File: src/rtl/spi_slave_pkg.sv
`default_nettype none
// +----------------------------------------------------------------------+
// | spi_slave_pkg : shared types and defaults for the SPI mode-3 target  |
// | Revision      : 1.0                                                  |
// +----------------------------------------------------------------------+
package spi_slave_pkg;

  localparam int DEFAULT_DATA_W = 8;
  localparam logic [DEFAULT_DATA_W-1:0] DEFAULT_TX_DEFAULT = 8'hFF;

  typedef enum logic [1:0] {
    WAIT_IDLE = 2'd0,
    IDLE      = 2'd1,
    ACTIVE    = 2'd2
  } state_t;

endpackage
`default_nettype wire

File: src/rtl/spi_slave_rtl_if.sv
`default_nettype none
// +----------------------------------------------------------------------+
// | spi_slave_rtl_if : SPI pins plus RX strobe / TX handshake bundle     |
// | Revision         : 1.0                                               |
// +----------------------------------------------------------------------+
interface spi_slave_rtl_if
  import spi_slave_pkg::*;
#(
  parameter int DATA_W = DEFAULT_DATA_W
);
  logic              spi_clk_i;
  logic              spi_mosi_i;
  logic              spi_cs_i;
  logic              spi_miso_o;
  logic              spi_miso_oe_o;
  logic [DATA_W-1:0] rx_data_o;
  logic              rx_valid_o;
  logic [DATA_W-1:0] tx_data_i;
  logic              tx_valid_i;
  logic              tx_ready_o;
  logic              tx_underrun_o;
  logic              frame_abort_o;
  logic              busy_o;

  modport slave (
    input  spi_clk_i, spi_mosi_i, spi_cs_i, tx_data_i, tx_valid_i,
    output spi_miso_o, spi_miso_oe_o, rx_data_o, rx_valid_o,
           tx_ready_o, tx_underrun_o, frame_abort_o, busy_o
  );

  modport master (
    output spi_clk_i, spi_mosi_i, spi_cs_i, tx_data_i, tx_valid_i,
    input  spi_miso_o, spi_miso_oe_o, rx_data_o, rx_valid_o,
           tx_ready_o, tx_underrun_o, frame_abort_o, busy_o
  );

endinterface
`default_nettype wire

File: src/rtl/spi_slave_rtl_sync_edge.sv
`default_nettype none
// +----------------------------------------------------------------------+
// | spi_sync_edge : N-flop synchronizer with preset and edge detect      |
// | Revision      : 1.0                                                  |
// +----------------------------------------------------------------------+
module spi_sync_edge
  import spi_slave_pkg::*;
#(
  parameter int   SYNC_STAGES = 2,
  parameter logic RESET_VAL   = 1'b0
) (
  input  wire logic clk,
  input  wire logic rst,
  input  wire logic d_i,
  output logic      q_o,
  output logic      rise_o,
  output logic      fall_o
);

  logic [SYNC_STAGES-1:0] sync_q, sync_d;
  logic                   prev_q, prev_d;

  always_comb begin
    sync_d = {sync_q[SYNC_STAGES-2:0], d_i};
    prev_d = sync_q[SYNC_STAGES-1];
  end

  always_ff @(posedge clk) begin
    if (rst) begin
      sync_q <= {SYNC_STAGES{RESET_VAL}};
      prev_q <= RESET_VAL;
    end else begin
      sync_q <= sync_d;
      prev_q <= prev_d;
    end
  end

  assign q_o    = sync_q[SYNC_STAGES-1];
  assign rise_o = sync_q[SYNC_STAGES-1] & ~prev_q;
  assign fall_o = ~sync_q[SYNC_STAGES-1] & prev_q;

endmodule
`default_nettype wire

File: src/rtl/spi_slave_rtl.sv
`default_nettype none
// +----------------------------------------------------------------------+
// | spi_slave_rtl : oversampled SPI mode-3 target, MSB first             |
// | Revision      : 1.0                                                  |
// +----------------------------------------------------------------------+
module spi_slave_rtl
  import spi_slave_pkg::*;
#(
  parameter int                DATA_W      = DEFAULT_DATA_W,
  parameter int                SYNC_STAGES = 2,
  parameter logic [DATA_W-1:0] TX_DEFAULT  = DATA_W'(DEFAULT_TX_DEFAULT)
) (
  input wire logic         sys_clk,
  input wire logic         sys_rst,
  spi_slave_rtl_if.slave   bus
);

  localparam logic [1:0] ST_WAIT_IDLE = WAIT_IDLE;
  localparam logic [1:0] ST_IDLE      = IDLE;
  localparam logic [1:0] ST_ACTIVE    = ACTIVE;

  localparam int                CNT_W       = $clog2(DATA_W);
  localparam logic [CNT_W-1:0]  LAST_BIT    = CNT_W'(DATA_W - 1);
  localparam int                SETTLE_W    = $clog2(SYNC_STAGES + 1);
  localparam logic [SETTLE_W-1:0] SETTLE_DONE = SETTLE_W'(SYNC_STAGES);

  logic sclk_level_unused, sclk_rise, sclk_fall;
  logic cs_s, cs_rise, cs_fall;
  logic mosi_s, mosi_rise_unused, mosi_fall_unused;

  spi_sync_edge #(.SYNC_STAGES(SYNC_STAGES), .RESET_VAL(1'b1)) u_sync_sclk (
    .clk(sys_clk), .rst(sys_rst), .d_i(bus.spi_clk_i),
    .q_o(sclk_level_unused), .rise_o(sclk_rise), .fall_o(sclk_fall)
  );

  spi_sync_edge #(.SYNC_STAGES(SYNC_STAGES), .RESET_VAL(1'b1)) u_sync_cs (
    .clk(sys_clk), .rst(sys_rst), .d_i(bus.spi_cs_i),
    .q_o(cs_s), .rise_o(cs_rise), .fall_o(cs_fall)
  );

  spi_sync_edge #(.SYNC_STAGES(SYNC_STAGES), .RESET_VAL(1'b0)) u_sync_mosi (
    .clk(sys_clk), .rst(sys_rst), .d_i(bus.spi_mosi_i),
    .q_o(mosi_s), .rise_o(mosi_rise_unused), .fall_o(mosi_fall_unused)
  );

  logic [1:0]          state_q,        state_d;
  logic [CNT_W-1:0]    cnt_q,          cnt_d;
  logic [SETTLE_W-1:0] settle_q,       settle_d;
  logic [DATA_W-1:0]   tx_shift_q,     tx_shift_d;
  logic [DATA_W-2:0]   rx_shift_q,     rx_shift_d;
  logic [DATA_W-1:0]   hold_q,         hold_d;
  logic                tx_ready_q,     tx_ready_d;
  logic                miso_q,         miso_d;
  logic                oe_q,           oe_d;
  logic [DATA_W-1:0]   rx_data_q,      rx_data_d;
  logic                rx_valid_q,     rx_valid_d;
  logic                underrun_pend_q, underrun_pend_d;
  logic                underrun_q,     underrun_d;
  logic                abort_q,        abort_d;
  logic                load;

  always_comb begin
    state_d         = state_q;
    cnt_d           = cnt_q;
    tx_shift_d      = tx_shift_q;
    rx_shift_d      = rx_shift_q;
    hold_d          = hold_q;
    tx_ready_d      = tx_ready_q;
    miso_d          = miso_q;
    oe_d            = oe_q;
    rx_data_d       = rx_data_q;
    rx_valid_d      = 1'b0;
    underrun_pend_d = underrun_pend_q;
    underrun_d      = 1'b0;
    abort_d         = 1'b0;
    load            = 1'b0;
    // Synchronizer presets read as "CS high" until real samples have flushed through.
    settle_d        = (settle_q == SETTLE_DONE) ? settle_q : settle_q + 1'b1;

    case (state_q)
      ST_WAIT_IDLE: begin
        if ((settle_q == SETTLE_DONE) && cs_s) state_d = ST_IDLE;
      end
      ST_IDLE: begin
        if (cs_fall) begin
          state_d = ST_ACTIVE;
          cnt_d   = '0;
          oe_d    = 1'b1;
          load    = 1'b1;
        end
      end
      ST_ACTIVE: begin
        if (cs_rise) begin
          state_d         = ST_IDLE;
          oe_d            = 1'b0;
          miso_d          = 1'b1;
          abort_d         = (cnt_q != '0);
          cnt_d           = '0;
          rx_shift_d      = '0;
          underrun_pend_d = 1'b0;
        end else if (sclk_fall) begin
          // Underrun is flagged only once a default word actually starts shifting out.
          miso_d          = tx_shift_q[DATA_W-1];
          tx_shift_d      = tx_shift_q << 1;
          underrun_d      = underrun_pend_q;
          underrun_pend_d = 1'b0;
        end else if (sclk_rise) begin
          rx_shift_d = {rx_shift_q[DATA_W-3:0], mosi_s};
          if (cnt_q == LAST_BIT) begin
            rx_data_d  = {rx_shift_q, mosi_s};
            rx_valid_d = 1'b1;
            cnt_d      = '0;
            load       = 1'b1;
          end else begin
            cnt_d = cnt_q + 1'b1;
          end
        end
      end
      default: state_d = ST_WAIT_IDLE;
    endcase

    if (load) begin
      if (!tx_ready_q) begin
        tx_shift_d      = hold_q;
        tx_ready_d      = 1'b1;
        underrun_pend_d = 1'b0;
      end else if (bus.tx_valid_i) begin
        tx_shift_d      = bus.tx_data_i;
        underrun_pend_d = 1'b0;
      end else begin
        tx_shift_d      = TX_DEFAULT;
        underrun_pend_d = 1'b1;
      end
    end else if (bus.tx_valid_i && tx_ready_q) begin
      hold_d     = bus.tx_data_i;
      tx_ready_d = 1'b0;
    end
  end

  always_ff @(posedge sys_clk) begin
    if (sys_rst) begin
      state_q         <= ST_WAIT_IDLE;
      cnt_q           <= '0;
      settle_q        <= '0;
      tx_shift_q      <= '0;
      rx_shift_q      <= '0;
      hold_q          <= '0;
      tx_ready_q      <= 1'b1;
      miso_q          <= 1'b1;
      oe_q            <= 1'b0;
      rx_data_q       <= '0;
      rx_valid_q      <= 1'b0;
      underrun_pend_q <= 1'b0;
      underrun_q      <= 1'b0;
      abort_q         <= 1'b0;
    end else begin
      state_q         <= state_d;
      cnt_q           <= cnt_d;
      settle_q        <= settle_d;
      tx_shift_q      <= tx_shift_d;
      rx_shift_q      <= rx_shift_d;
      hold_q          <= hold_d;
      tx_ready_q      <= tx_ready_d;
      miso_q          <= miso_d;
      oe_q            <= oe_d;
      rx_data_q       <= rx_data_d;
      rx_valid_q      <= rx_valid_d;
      underrun_pend_q <= underrun_pend_d;
      underrun_q      <= underrun_d;
      abort_q         <= abort_d;
    end
  end

  assign bus.spi_miso_o    = miso_q;
  assign bus.spi_miso_oe_o = oe_q;
  assign bus.rx_data_o     = rx_data_q;
  assign bus.rx_valid_o    = rx_valid_q;
  assign bus.tx_ready_o    = tx_ready_q;
  assign bus.tx_underrun_o = underrun_q;
  assign bus.frame_abort_o = abort_q;
  assign bus.busy_o        = (state_q == ST_ACTIVE);

endmodule
`default_nettype wire

File: src/flat_wrapper.sv
// flat-port wrapper written by rule: the top's interface ports become plain ports
module spi_slave_rtl_flat import spi_slave_pkg::*;
#(
  parameter int                DATA_W      = DEFAULT_DATA_W,
  parameter int                SYNC_STAGES = 2,
  parameter logic [DATA_W-1:0] TX_DEFAULT  = DATA_W'(DEFAULT_TX_DEFAULT)
)
  (sys_clk, sys_rst, bus_spi_clk_i, bus_spi_mosi_i, bus_spi_cs_i, bus_tx_data_i, bus_tx_valid_i, bus_spi_miso_o, bus_spi_miso_oe_o, bus_rx_data_o, bus_rx_valid_o, bus_tx_ready_o, bus_tx_underrun_o, bus_frame_abort_o, bus_busy_o);
  spi_slave_rtl_if #(.DATA_W(DATA_W)) bus_i ();
  input wire logic sys_clk;
  input wire logic sys_rst;
  input wire logic [$bits(bus_i.spi_clk_i)-1:0] bus_spi_clk_i;
  input wire logic [$bits(bus_i.spi_mosi_i)-1:0] bus_spi_mosi_i;
  input wire logic [$bits(bus_i.spi_cs_i)-1:0] bus_spi_cs_i;
  input wire logic [$bits(bus_i.tx_data_i)-1:0] bus_tx_data_i;
  input wire logic [$bits(bus_i.tx_valid_i)-1:0] bus_tx_valid_i;
  output wire logic [$bits(bus_i.spi_miso_o)-1:0] bus_spi_miso_o;
  output wire logic [$bits(bus_i.spi_miso_oe_o)-1:0] bus_spi_miso_oe_o;
  output wire logic [$bits(bus_i.rx_data_o)-1:0] bus_rx_data_o;
  output wire logic [$bits(bus_i.rx_valid_o)-1:0] bus_rx_valid_o;
  output wire logic [$bits(bus_i.tx_ready_o)-1:0] bus_tx_ready_o;
  output wire logic [$bits(bus_i.tx_underrun_o)-1:0] bus_tx_underrun_o;
  output wire logic [$bits(bus_i.frame_abort_o)-1:0] bus_frame_abort_o;
  output wire logic [$bits(bus_i.busy_o)-1:0] bus_busy_o;
  assign bus_i.spi_clk_i = bus_spi_clk_i;
  assign bus_i.spi_mosi_i = bus_spi_mosi_i;
  assign bus_i.spi_cs_i = bus_spi_cs_i;
  assign bus_i.tx_data_i = bus_tx_data_i;
  assign bus_i.tx_valid_i = bus_tx_valid_i;
  assign bus_spi_miso_o = bus_i.spi_miso_o;
  assign bus_spi_miso_oe_o = bus_i.spi_miso_oe_o;
  assign bus_rx_data_o = bus_i.rx_data_o;
  assign bus_rx_valid_o = bus_i.rx_valid_o;
  assign bus_tx_ready_o = bus_i.tx_ready_o;
  assign bus_tx_underrun_o = bus_i.tx_underrun_o;
  assign bus_frame_abort_o = bus_i.frame_abort_o;
  assign bus_busy_o = bus_i.busy_o;
  spi_slave_rtl #(.DATA_W(DATA_W), .SYNC_STAGES(SYNC_STAGES), .TX_DEFAULT(TX_DEFAULT)) u_core (.sys_clk(sys_clk), .sys_rst(sys_rst), .bus(bus_i));
endmodule
File: config.mk
export PLATFORM = sky130hd
export DESIGN_NAME = spi_slave_rtl_flat
export DESIGN_NICKNAME = d
export VERILOG_FILES = /design/src/rtl/spi_slave_pkg.sv /design/src/rtl/spi_slave_rtl_if.sv /design/src/rtl/spi_slave_rtl_sync_edge.sv /design/src/rtl/spi_slave_rtl.sv /design/src/flat_wrapper.sv
export SDC_FILE = /design/constraint.sdc
export NUM_CORES = 1
export LEC_CHECK = 0
export BUFFER_PORTS_ARGS = -buffer_cell sky130_fd_sc_hd__buf_2
export CAP_MARGIN = 0
export CORE_UTILIZATION = 56
export CTS_CLUSTER_DIAMETER = 80
export DETAILED_ROUTE_END_ITERATION = 10
export PLACE_DENSITY = 0.78
export SLEW_MARGIN = 20
export SYNTH_ARGS = -nofsm -noshare
export SYNTH_HDL_FRONTEND = slang
export SYNTH_SLANG_ARGS = --single-unit
File: constraint.sdc
create_clock -name sys_clk -period 2.1 [get_ports sys_clk]
set_input_delay 0.21 -clock sys_clk [delete_from_list [all_inputs] [get_ports sys_clk]]
set_output_delay 0.21 -clock sys_clk [all_outputs]
set_load 0.005 [all_outputs]
==> results of run 1 <==
## placed cells by master (no fill, tap or decap), types with 4 or more instances in the layout
master,netlist,routed
o21ai_0,5,5
nor2b_1,4,4
or2_2,6,6
a21oi_1,18,18
buf_4,0,8
buf_2,6,28
inv_1,17,17
a22oi_1,7,7
nand2_1,12,12
a211oi_1,7,7
mux2i_1,15,15
ha_1,9,9
nor2_1,36,36
dfxtp_1,53,53
nand3_1,15,15
clkbuf_8,0,7
a31oi_1,7,7
## where the power goes
group          internal [mW]  switching [mW]  total (mW)  leakage, nW
Clock                  0.298           0.317       0.615       0.0542
Sequential              1.06          0.0357        1.10        0.431
Combinational          0.151           0.199       0.350        0.624
## worst max-delay path by stage
stage                      startpoint                endpoint  cells after the start
global placement    u_core.state_q[0]        u_core.hold_q[5]                      7
detailed placement  u_core.state_q[0]    u_core.tx_shift_q[1]                      6
CTS                 u_core.state_q[1]  u_core.underrun_pend_q                      6
finish              u_core.state_q[0]  u_core.underrun_pend_q                      6
floorplan           u_core.state_q[0]        u_core.hold_q[0]                      6
global route        u_core.state_q[1]    u_core.tx_shift_q[6]                      6
## state kept, by name, indices dropped and copies added (netlist names), 3 cells and up
| signal | cells |
|---|---|
| u_core.hold_q | 8 |
| u_core.bus.rx_data_o | 8 |
| u_core.tx_shift_q | 8 |
| u_core.rx_shift_q | 7 |
| u_core.cnt_q | 3 |
## cell type report
| class | instances | share of cell area |
|---|---|---|
| Multi-Input combinational cell | 166 | 0.4164 |
| Timing Repair Buffer | 37 | 0.08531 |
| Sequential cell | 53 | 0.4111 |
| Inverter | 17 | 0.02472 |
| Clock inverter | 1 | 0.001939 |
| Tap cell | 48 | 0.02327 |
| Clock buffer | 7 | 0.03732 |
## cells in the mapped netlist, drive strengths merged
library cell / n
inv: 17
nor2: 36
a21boi: 1
or2: 6
a311o: 1
a21bo: 1
ha: 9
nand4: 1
or3b: 1
o21a: 2
and4b: 2
and3: 1
buf: 8
xor2: 1
o21ai: 6
a31oi: 8
and2b: 2
clkbuf: 8
o22ai: 1
nor3: 1
dfxtp: 53
nor3b: 1
a21oi: 18
a311oi: 1
nor2b: 4
nand2: 12
nand3: 15
or3: 1
a22oi: 7
a211oi: 7
nand3b: 1
a211o: 1
a2111oi: 1
nand2b: 2
mux2i: 15
## worst max-delay path, delay by kind of cell (launching register included)
kind,cells,cell delay [ns]
fa+ha+maj,1,0.33
compound gates,2,0.34
flops,1,0.42
buf+inv,1,0.09
simple gates,2,0.71
## metal layers
| metal | vias up | share of wire | global-route usage |
|---|---|---|---|
| met5 | - | 0 | 0 |
| met4 | 0 | 0.018 | 0.09783 |
| met3 | 7 | 0.025 | 0.04167 |
| met2 | 29 | 0.48 | 0.3788 |
| met1 | 808 | 0.48 | 0.2744 |
| li1 | 916 | - | - |
## stage by stage
step	utilization	hold slack, ns	power [mW]	setup WS, ns
after global placement	0.6556	0.3906	1.456	0.2293
after floorplan	-	0.3138	1.376	0.1750
final	0.6845	0.07868	2.063	0.1542
after detailed placement	0.6556	0.3938	1.468	0.1397
after CTS	0.6825	0.07478	2.076	0.1174
after global routing	0.6845	0.07427	2.172	0.01642
## cells by family after synthesis
group | after synthesis | share of synthesized area
and+or+nand+nor | 86 | 0.1848
AOI/OAI and AO/OA | 55 | 0.1683
DFF | 53 | 0.4664
buffers and inverters | 33 | 0.06105
muxes | 15 | 0.06600
adders and majority gates | 9 | 0.04951
xor gates and xnor gates | 1 | 0.003851
==> flow_metrics.tcl, run 1 <==
set metrics [dict create \
    crit_type "register to register" \
    io_pins 29 \
    min_path_cells 2 \
    finalSetupViolCount 0 \
    antenna_cells 0 \
    post_drt_wl_per_cell_um 12.89 \
    synthCells 252 \
    wirelength_mm 4.242 \
    grt_start_max_net_pins 30 \
    required_ns 2.34 \
    ctsHtreeMaxLevel 2 \
    numPortBuffers 28 \
    ys_seq_area_frac 0.4664 \
    ant_nets 0 \
    track_usage 0.2241 \
    vias_per_cell 5.350 \
    arrival_ns 2.19 \
    drv_slew 0 \
    synth_cell_type_count 39 \
    whs_endpoint "u_core.u_sync_cs.sync_q[0]" \
    worstPathMaxFanout 18 \
    crit_path_top_delay_cell "dfxtp_1" \
    nNetsFinal 303 \
    numCtsBuffers 5 \
    max_stage_delay_ns 0.42 \
    cts_tree "yes" \
    core-area_mm2 0.003771 \
    drv_cap 0 \
    ff_latch_area_mm2 0.001061 \
    die_y_um 65.74 \
    cts.repair.resized 0 \
    grt_setup_unrepaired "no" \
    areaGrowthSynthToFinish_pct 13.48 \
    grt_pass1_wl_mm 7.265 \
    drt-pass1-iter-count 4 \
    initial_utilization 0.6032 \
    reg2reg_slack_ns 0.15 \
    clkTransAtPathRegs_ns 0.09 \
    synth_area_mm2 0.002275 \
    overflow 0 \
    syn_nets 275 \
    fin_area_mm2 0.002581 \
    place_area_mm2 0.002472 \
    multi_input_area_mm2 0.001075 \
    dp_hpwl_mm 2.897 \
    tightest_slew_ns 0.5199 \
    path_cells "inv_1 -> ha_1 -> and4b_4 -> a31oi_4 -> or3b_1 -> a21oi_1" \
    vias 1760 \
    irDropWorstVdd_v 0.0005083 \
    cts_setup_buffers 0 \
    cts_sinks 53 \
    drive_gt1_frac 0.1993 \
    status "finished, final reports clean" \
    relSlewSlack 0.6534 \
    min_from "bus_spi_cs_i" \
    fillers 327 \
    hp-class "input pin to register" \
    setup_tns_ns 0 \
    reg2regPathDepth 6 \
    place_inst 320 \
    end_kind "register" \
    fmax_mhz 513.9 \
    postCtsHoldBufs 0 \
    finalHoldViolations 0 \
    antenna_found_initial 0 \
    clk_latency_ns 0.31 \
    power_density_mw_per_mm2 799.4 \
    finClkSkew_ns 0.003601 \
    yosys.area.top_type "dfxtp_1" \
    grt_pass1_vias 1636 \
    gp_congestion 0.7773 \
    layoutNonFillerInstCount 329 \
    die_area_mm2 0.004321 \
    synth.area.top_cells "dfxtp_1, mux2i_1, nor2_1, ha_1, a21oi_1" \
    postSynthAreaPerCell_um2 9.027 \
    synth_warnings 0 \
    post-route-period-util 0.9266 \
    drc 0 \
    r2r_start "u_core.state_q[0]" \
    leakage_nw 1.109 \
    synth_top_area_share 0.4664 \
    clk_path_buf_depth 2 \
    start_kind "register" \
    period_minus_slack_ns 1.946 \
    first_iter_violations 101 \
    synth_seq_cells 53 \
    die_width_um 65.74 \
    reg2reg_to "u_core.underrun_pend_q" \
    cts_root_buf "clkbuf_8" \
    placementRows 22 \
]
Note: power is estimated with default switching activity, not from simulation.
==> run 2: changes to the inputs <==
- CORE_ASPECT_RATIO: unset -> 1.2
- CORE_UTILIZATION: 56 -> 51
- PLACE_DENSITY: 0.78 -> 0.74
- clock period: 2.1 -> 1.56 ns (I/O delays scaled with it)
==> run 2 against run 1 <==
Net effect: the flow now finishes with violations (setup timing); sequential power up 35%; hold slack got worse by 0.042 ns; combinational power grew 87%; critical endpoint unchanged; largest power group unchanged.
==> flow_metrics.tcl, run 2 (synthesis gave the netlist of run 1 again) <==
set metrics [dict create \
    first_iter_violations 118 \
    setup_tns_ns -1.423 \
    layout_commonest_cell "dfxtp_1" \
    cts_tree "yes" \
    finalSetupViolCount 18 \
    numPortBuffers 28 \
    io_pins 29 \
    dp_hpwl_mm 3.090 \
    whs_ns 0.03656 \
    placementRows 26 \
    numCtsBuffers 5 \
    whs_endpoint "u_core.u_sync_sclk.sync_q[0]" \
    drc 0 \
    nNetsFinal 323 \
    cts_sinks 53 \
    clk_path_buf_depth 2 \
    reg2reg_to "u_core.underrun_pend_q" \
    path_cells "inv_4 -> ha_4 -> and4b_4 -> a31oi_4 -> or3b_1 -> a21oi_2" \
    ctsHtreeMaxLevel 2 \
    required_ns 1.80 \
    finalHoldViolations 0 \
    leakage_nw 1.225 \
    power_density_mw_per_mm2 1078 \
    fin_ws_ns -0.1638 \
    areaGrowthSynthToFinish_pct 26.13 \
    final_cell_mix "dfxtp_1, nor2_1, buf_2, buf_4, a21oi_1" \
    worstPathMaxFanout 6 \
    p_total_mw 3.094 \
    start_kind "register" \
    cts_root_buf "clkbuf_8" \
    overflow 0 \
    seqPwrFrac 0.478 \
    period_minus_slack_ns 1.724 \
    vias_per_cell 5.280 \
    hp-class "input pin to register" \
    drv_cap 0 \
    core-area_mm2 0.004262 \
    ant_nets 0 \
    fmax_mhz 580.1 \
    grt_pass1_wl_mm 7.458 \
    end_kind "register" \
    die_area_mm2 0.004732 \
    vias 1885 \
    post-route-period-util 1.105 \
    crit_path_top_delay_cell "or3b_1" \
    tightest_slew_ns 0.5406 \
    irDropWorstVdd_v 0.0006959 \
    grt_start_max_net_pins 54 \
    violations "setup timing" \
    internal_power_mw 2.268 \
    wirelength_mm 4.455 \
    sw_frac_of_total 0.2670 \
    antenna_found_initial 0 \
    combPwrFrac 0.212 \
    clkTransAtPathRegs_ns 0.10 \
    grt_setup_unrepaired "yes" \
    drive_gt1_frac 0.3023 \
    min_from "bus_spi_clk_i" \
    drv_slew 0 \
    post_drt_wl_per_cell_um 12.48 \
    initial_utilization 0.5338 \
    crit_type "register to register" \
    r2r_start "u_core.state_q[0]" \
    reg2regPathDepth 6 \
    max_stage_delay_ns 0.41 \
    die_y_um 75.16 \
    gp_congestion 0.7876 \
    status "complete, but fails checks" \
    startpoint "u_core.state_q[0]" \
    drt-pass1-iter-count 4 \
    clk_latency_ns 0.31 \
    min_path_cells 2 \
    die_width_um 62.97 \
    finClkSkew_ns 0.01053 \
    arrival_ns 1.96 \
    reg2reg_slack_ns -0.16 \
    switchingPower_uw 825.9 \
    antenna_cells 0 \
    track_usage 0.2006 \
    power_frac_clock 0.310 \
    relSlewSlack 0.6372 \
    grt_pass1_vias 1805 \
    fin_util 0.6732 \
]
-- run 2: cell type report --
cell class | instances | area [um2]
Clock buffer | 5 | 68.82
Clock inverter | 3 | 50.05
Fill cell | 343 | 1393
Inverter | 17 | 66.31
Multi-Input combinational cell | 166 | 1141
Sequential cell | 53 | 1066
Tap cell | 56 | 70.07
Timing Repair Buffer | 57 | 406.6
-- run 2: stage by stage --
stage,cell area [um2],setup WS (ns),std cells
after global placement,2684,-0.1089,346
after floorplan,2328,-0.1937,252
after CTS,2839,-0.1678,355
after detailed placement,2684,-0.1299,346
final,2869,-0.1638,357
after global routing,2869,-0.2360,357
-- run 2: worst max-delay path by stage --
stage | end | slack, ns | cells past startpoint
4_1_cts | u_core.hold_q[7] | -0.17 | 7
3_3_place_gp | u_core.state_q[0] | -0.11 | 5
6_report | u_core.underrun_pend_q | -0.16 | 6
5_1_grt | u_core.underrun_pend_q | -0.24 | 6
2_1_floorplan | u_core.hold_q[0] | -0.19 | 6
3_5_place_dp | u_core.state_q[0] | -0.13 | 5
-- run 2: power by group through the flow --
stage,registers [mW],logic [mW],clock network (mW)
6_report,1.48,0.656,0.959
5_1_grt,1.49,0.753,1.03
4_1_cts,1.48,0.630,0.972
3_5_place_dp,1.51,0.602,0
3_3_place_gp,1.50,0.584,0
2_1_floorplan,1.50,0.374,0
-- run 2: critical path, delay by kind of cell, from the launching register on --
family | cells | cell delay [ns]
adders and majority gates | 1 | 0.27
and+or+nand+nor | 2 | 0.68
buffers and inverters | 1 | 0.05
AOI/OAI and AO/OA | 2 | 0.27
DFF | 1 | 0.38
-- run 2: timing repair --
item	in CTS	in global routing
endpoints found under the hold margin	0	0
setup buffers	1	2
hold buffers	0	0
gates cloned	0	0
resized for setup	8	5
endpoints found under the setup margin	37	22
pin swaps	3	5
-- run 2: per-layer routing --
| layer | part of all wire | track usage | vias up |
|---|---|---|---|
| met5 | 0 | 0 | - |
| li1 | - | - | 957 |
| met3 | 0.020 | 0.03788 | 9 |
| met4 | 0.015 | 0.05426 | 0 |
| met1 | 0.44 | 0.2224 | 896 |
| met2 | 0.53 | 0.3919 | 23 |
==> run 3: changes to the inputs <==
- CTS_CLUSTER_SIZE: unset -> 24
- REMOVE_ABC_BUFFERS: unset -> 1
==> run 3 against run 2 <==
Net effect: the run still ends with setup timing left; first-iteration DRC count fell by 14%; sequential power barely moved; clock-buffer cell count did not move; critical endpoint is now u_core.hold_q[6]; largest power group unchanged.
==> flow_metrics.tcl, run 3 (synthesis gave the netlist of run 1 again) <==
set metrics [dict create \
    fmax_mhz 606.3 \
    nNetsFinal 325 \
    finalSetupViolCount 14 \
    crit_family "flip-flops" \
    ctsHtreeMaxLevel 2 \
    vias_per_cell 5.201 \
    grt_pass1_vias 1680 \
    end_kind "register" \
    ff_latch_area_mm2 0.001066 \
    finalHoldViolations 0 \
    finClkSkew_ns 0.01129 \
    cts_root_buf "clkbuf_8" \
    crit_path_top_delay_cell "dfxtp_2" \
    path_cells "ha_4 -> ha_4 -> and4b_4 -> a311oi_4 -> buf_12 -> mux2i_1 -> nor2_1" \
    ant_nets 0 \
    dp_slack_ns -0.2516 \
    fillers 353 \
    period_minus_slack_ns 1.649 \
    fin_ws_ns -0.08933 \
    max_stage_delay_ns 0.35 \
    whs_endpoint "u_core.u_sync_cs.sync_q[0]" \
    die_y_um 75.16 \
    numCtsBuffers 5 \
    initial_utilization 0.5338 \
    required_ns 1.76 \
    power_density_mw_per_mm2 1025 \
    wirelength_mm 4.571 \
    grt_start_max_net_pins 54 \
    min_from "bus_spi_cs_i" \
    status "complete, but fails checks" \
    worstPathMaxFanout 8 \
    place_area_mm2 0.002658 \
    drc 0 \
    areaGrowthSynthToFinish_pct 27.01 \
    track_usage 0.2087 \
    drt-pass1-iter-count 4 \
    layout_commonest_cell "dfxtp_1" \
    drive_gt1_frac 0.3234 \
    tightest_slew_ns 0.4750 \
    gp_congestion 0.8335 \
    antenna_cells 0 \
    cts_sinks 53 \
    fin_area_mm2 0.002889 \
    start_kind "register" \
    fin_util 0.6779 \
    irDropWorstVdd_v 0.0006906 \
    overflow 0 \
    post_drt_wl_per_cell_um 12.73 \
    reg2reg_slack_ns -0.09 \
    grt_setup_unrepaired "yes" \
    min_path_cells 2 \
    p_total_mw 2.962 \
    clk_path_buf_depth 2 \
    numPortBuffers 28 \
    io_pins 29 \
    multi_input_area_mm2 0.001166 \
    final_cell_mix "dfxtp_1, nor2_1, buf_2, buf_4, a21oi_1" \
    antenna_found_initial 0 \
    post-route-period-util 1.057 \
    cp_common_cell "ha_4" \
    cts_tree "yes" \
    grt_pass1_wl_mm 7.617 \
    dp_hpwl_mm 3.033 \
    placementRows 26 \
    first_iter_violations 101 \
    arrival_ns 1.85 \
    vias 1867 \
    reg2regPathDepth 7 \
    drv_cap 0 \
    path_buf_inv 1 \
    violations "setup timing" \
    leakage_nw 1.229 \
    clkTransAtPathRegs_ns 0.10 \
    core-area_mm2 0.004262 \
    clk_latency_ns 0.31 \
    whs_ns 0.02870 \
    reg2reg_to "u_core.hold_q[6]" \
    relSlewSlack 0.6812 \
    die_width_um 62.97 \
    r2r_start "u_core.cnt_q[1]" \
    hp-class "input pin to register" \
    drv_slew 0 \
    crit_type "register to register" \
    die_area_mm2 0.004732 \
    postCtsHoldBufs 0 \
]
==> run 3: area by class of cell <==
class,instances,share of cell area
inverter,17,0.02209
clock buffer,5,0.02382
sequential,53,0.3690
tap,56,0.02425
timing repair buffer,59,0.1485
clock inverter,3,0.008662
multi-input combinational,166,0.4036
==> run 3: worst reg2reg max path: stages (launching register included) <==
cell and delay, ns:
dfxtp_2 0.35, ha_4 0.16, ha_4 0.16, and4b_4 0.21, a311oi_4 0.25, buf_12 0.18, mux2i_1 0.18, nor2_1 0.06
==> run 3: what timing repair did <==
action	4_1_cts	5_1_grt
gates resized for setup	23	7
hold endpoints to repair	0	0
pin swaps	13	13
buffers inserted	2	1
endpoints found under the setup margin	38	22
==> run 3: per-layer routing <==
layer | track usage | share of wire | up-vias
met3 | 0.04394 | 0.034 | 11
met5 | 0 | 0 | -
met1 | 0.2401 | 0.43 | 854
met4 | 0.1266 | 0.029 | 0
met2 | 0.3608 | 0.50 | 37
li1 | - | - | 965
==> run 3: stage by stage <==
stage | cells | setup TNS, ns
CTS | 358 | -1.371
floorplan | 236 | -6.239
finish | 359 | -0.8209
global route | 359 | -1.855
detailed placement | 348 | -3.994
global placement | 348 | -2.496
==> run 3: power by group <==
group | switching, mW | internal, mW | total [mW]
sequential | 0.0403 | 1.43 | 1.47
clock | 0.478 | 0.328 | 0.806
combinational | 0.331 | 0.353 | 0.684
total | 0.849 | 2.11 | 2.96
==> run 3: worst max path at each step <==
| stage | from | endpoint | slack [ns] | depth (start not counted) |
|---|---|---|---|---|
| 2_1_floorplan | u_core.cnt_q[0] | u_core.hold_q[0] | -0.40 | 6 |
| 3_3_place_gp | u_core.cnt_q[0] | u_core.hold_q[1] | -0.19 | 7 |
| 3_5_place_dp | u_core.state_q[0] | u_core.hold_q[1] | -0.25 | 7 |
| 4_1_cts | u_core.cnt_q[0] | u_core.hold_q[1] | -0.14 | 7 |
| 5_1_grt | u_core.state_q[1] | u_core.tx_shift_q[2] | -0.14 | 8 |
| 6_report | u_core.cnt_q[1] | u_core.hold_q[6] | -0.09 | 7 |
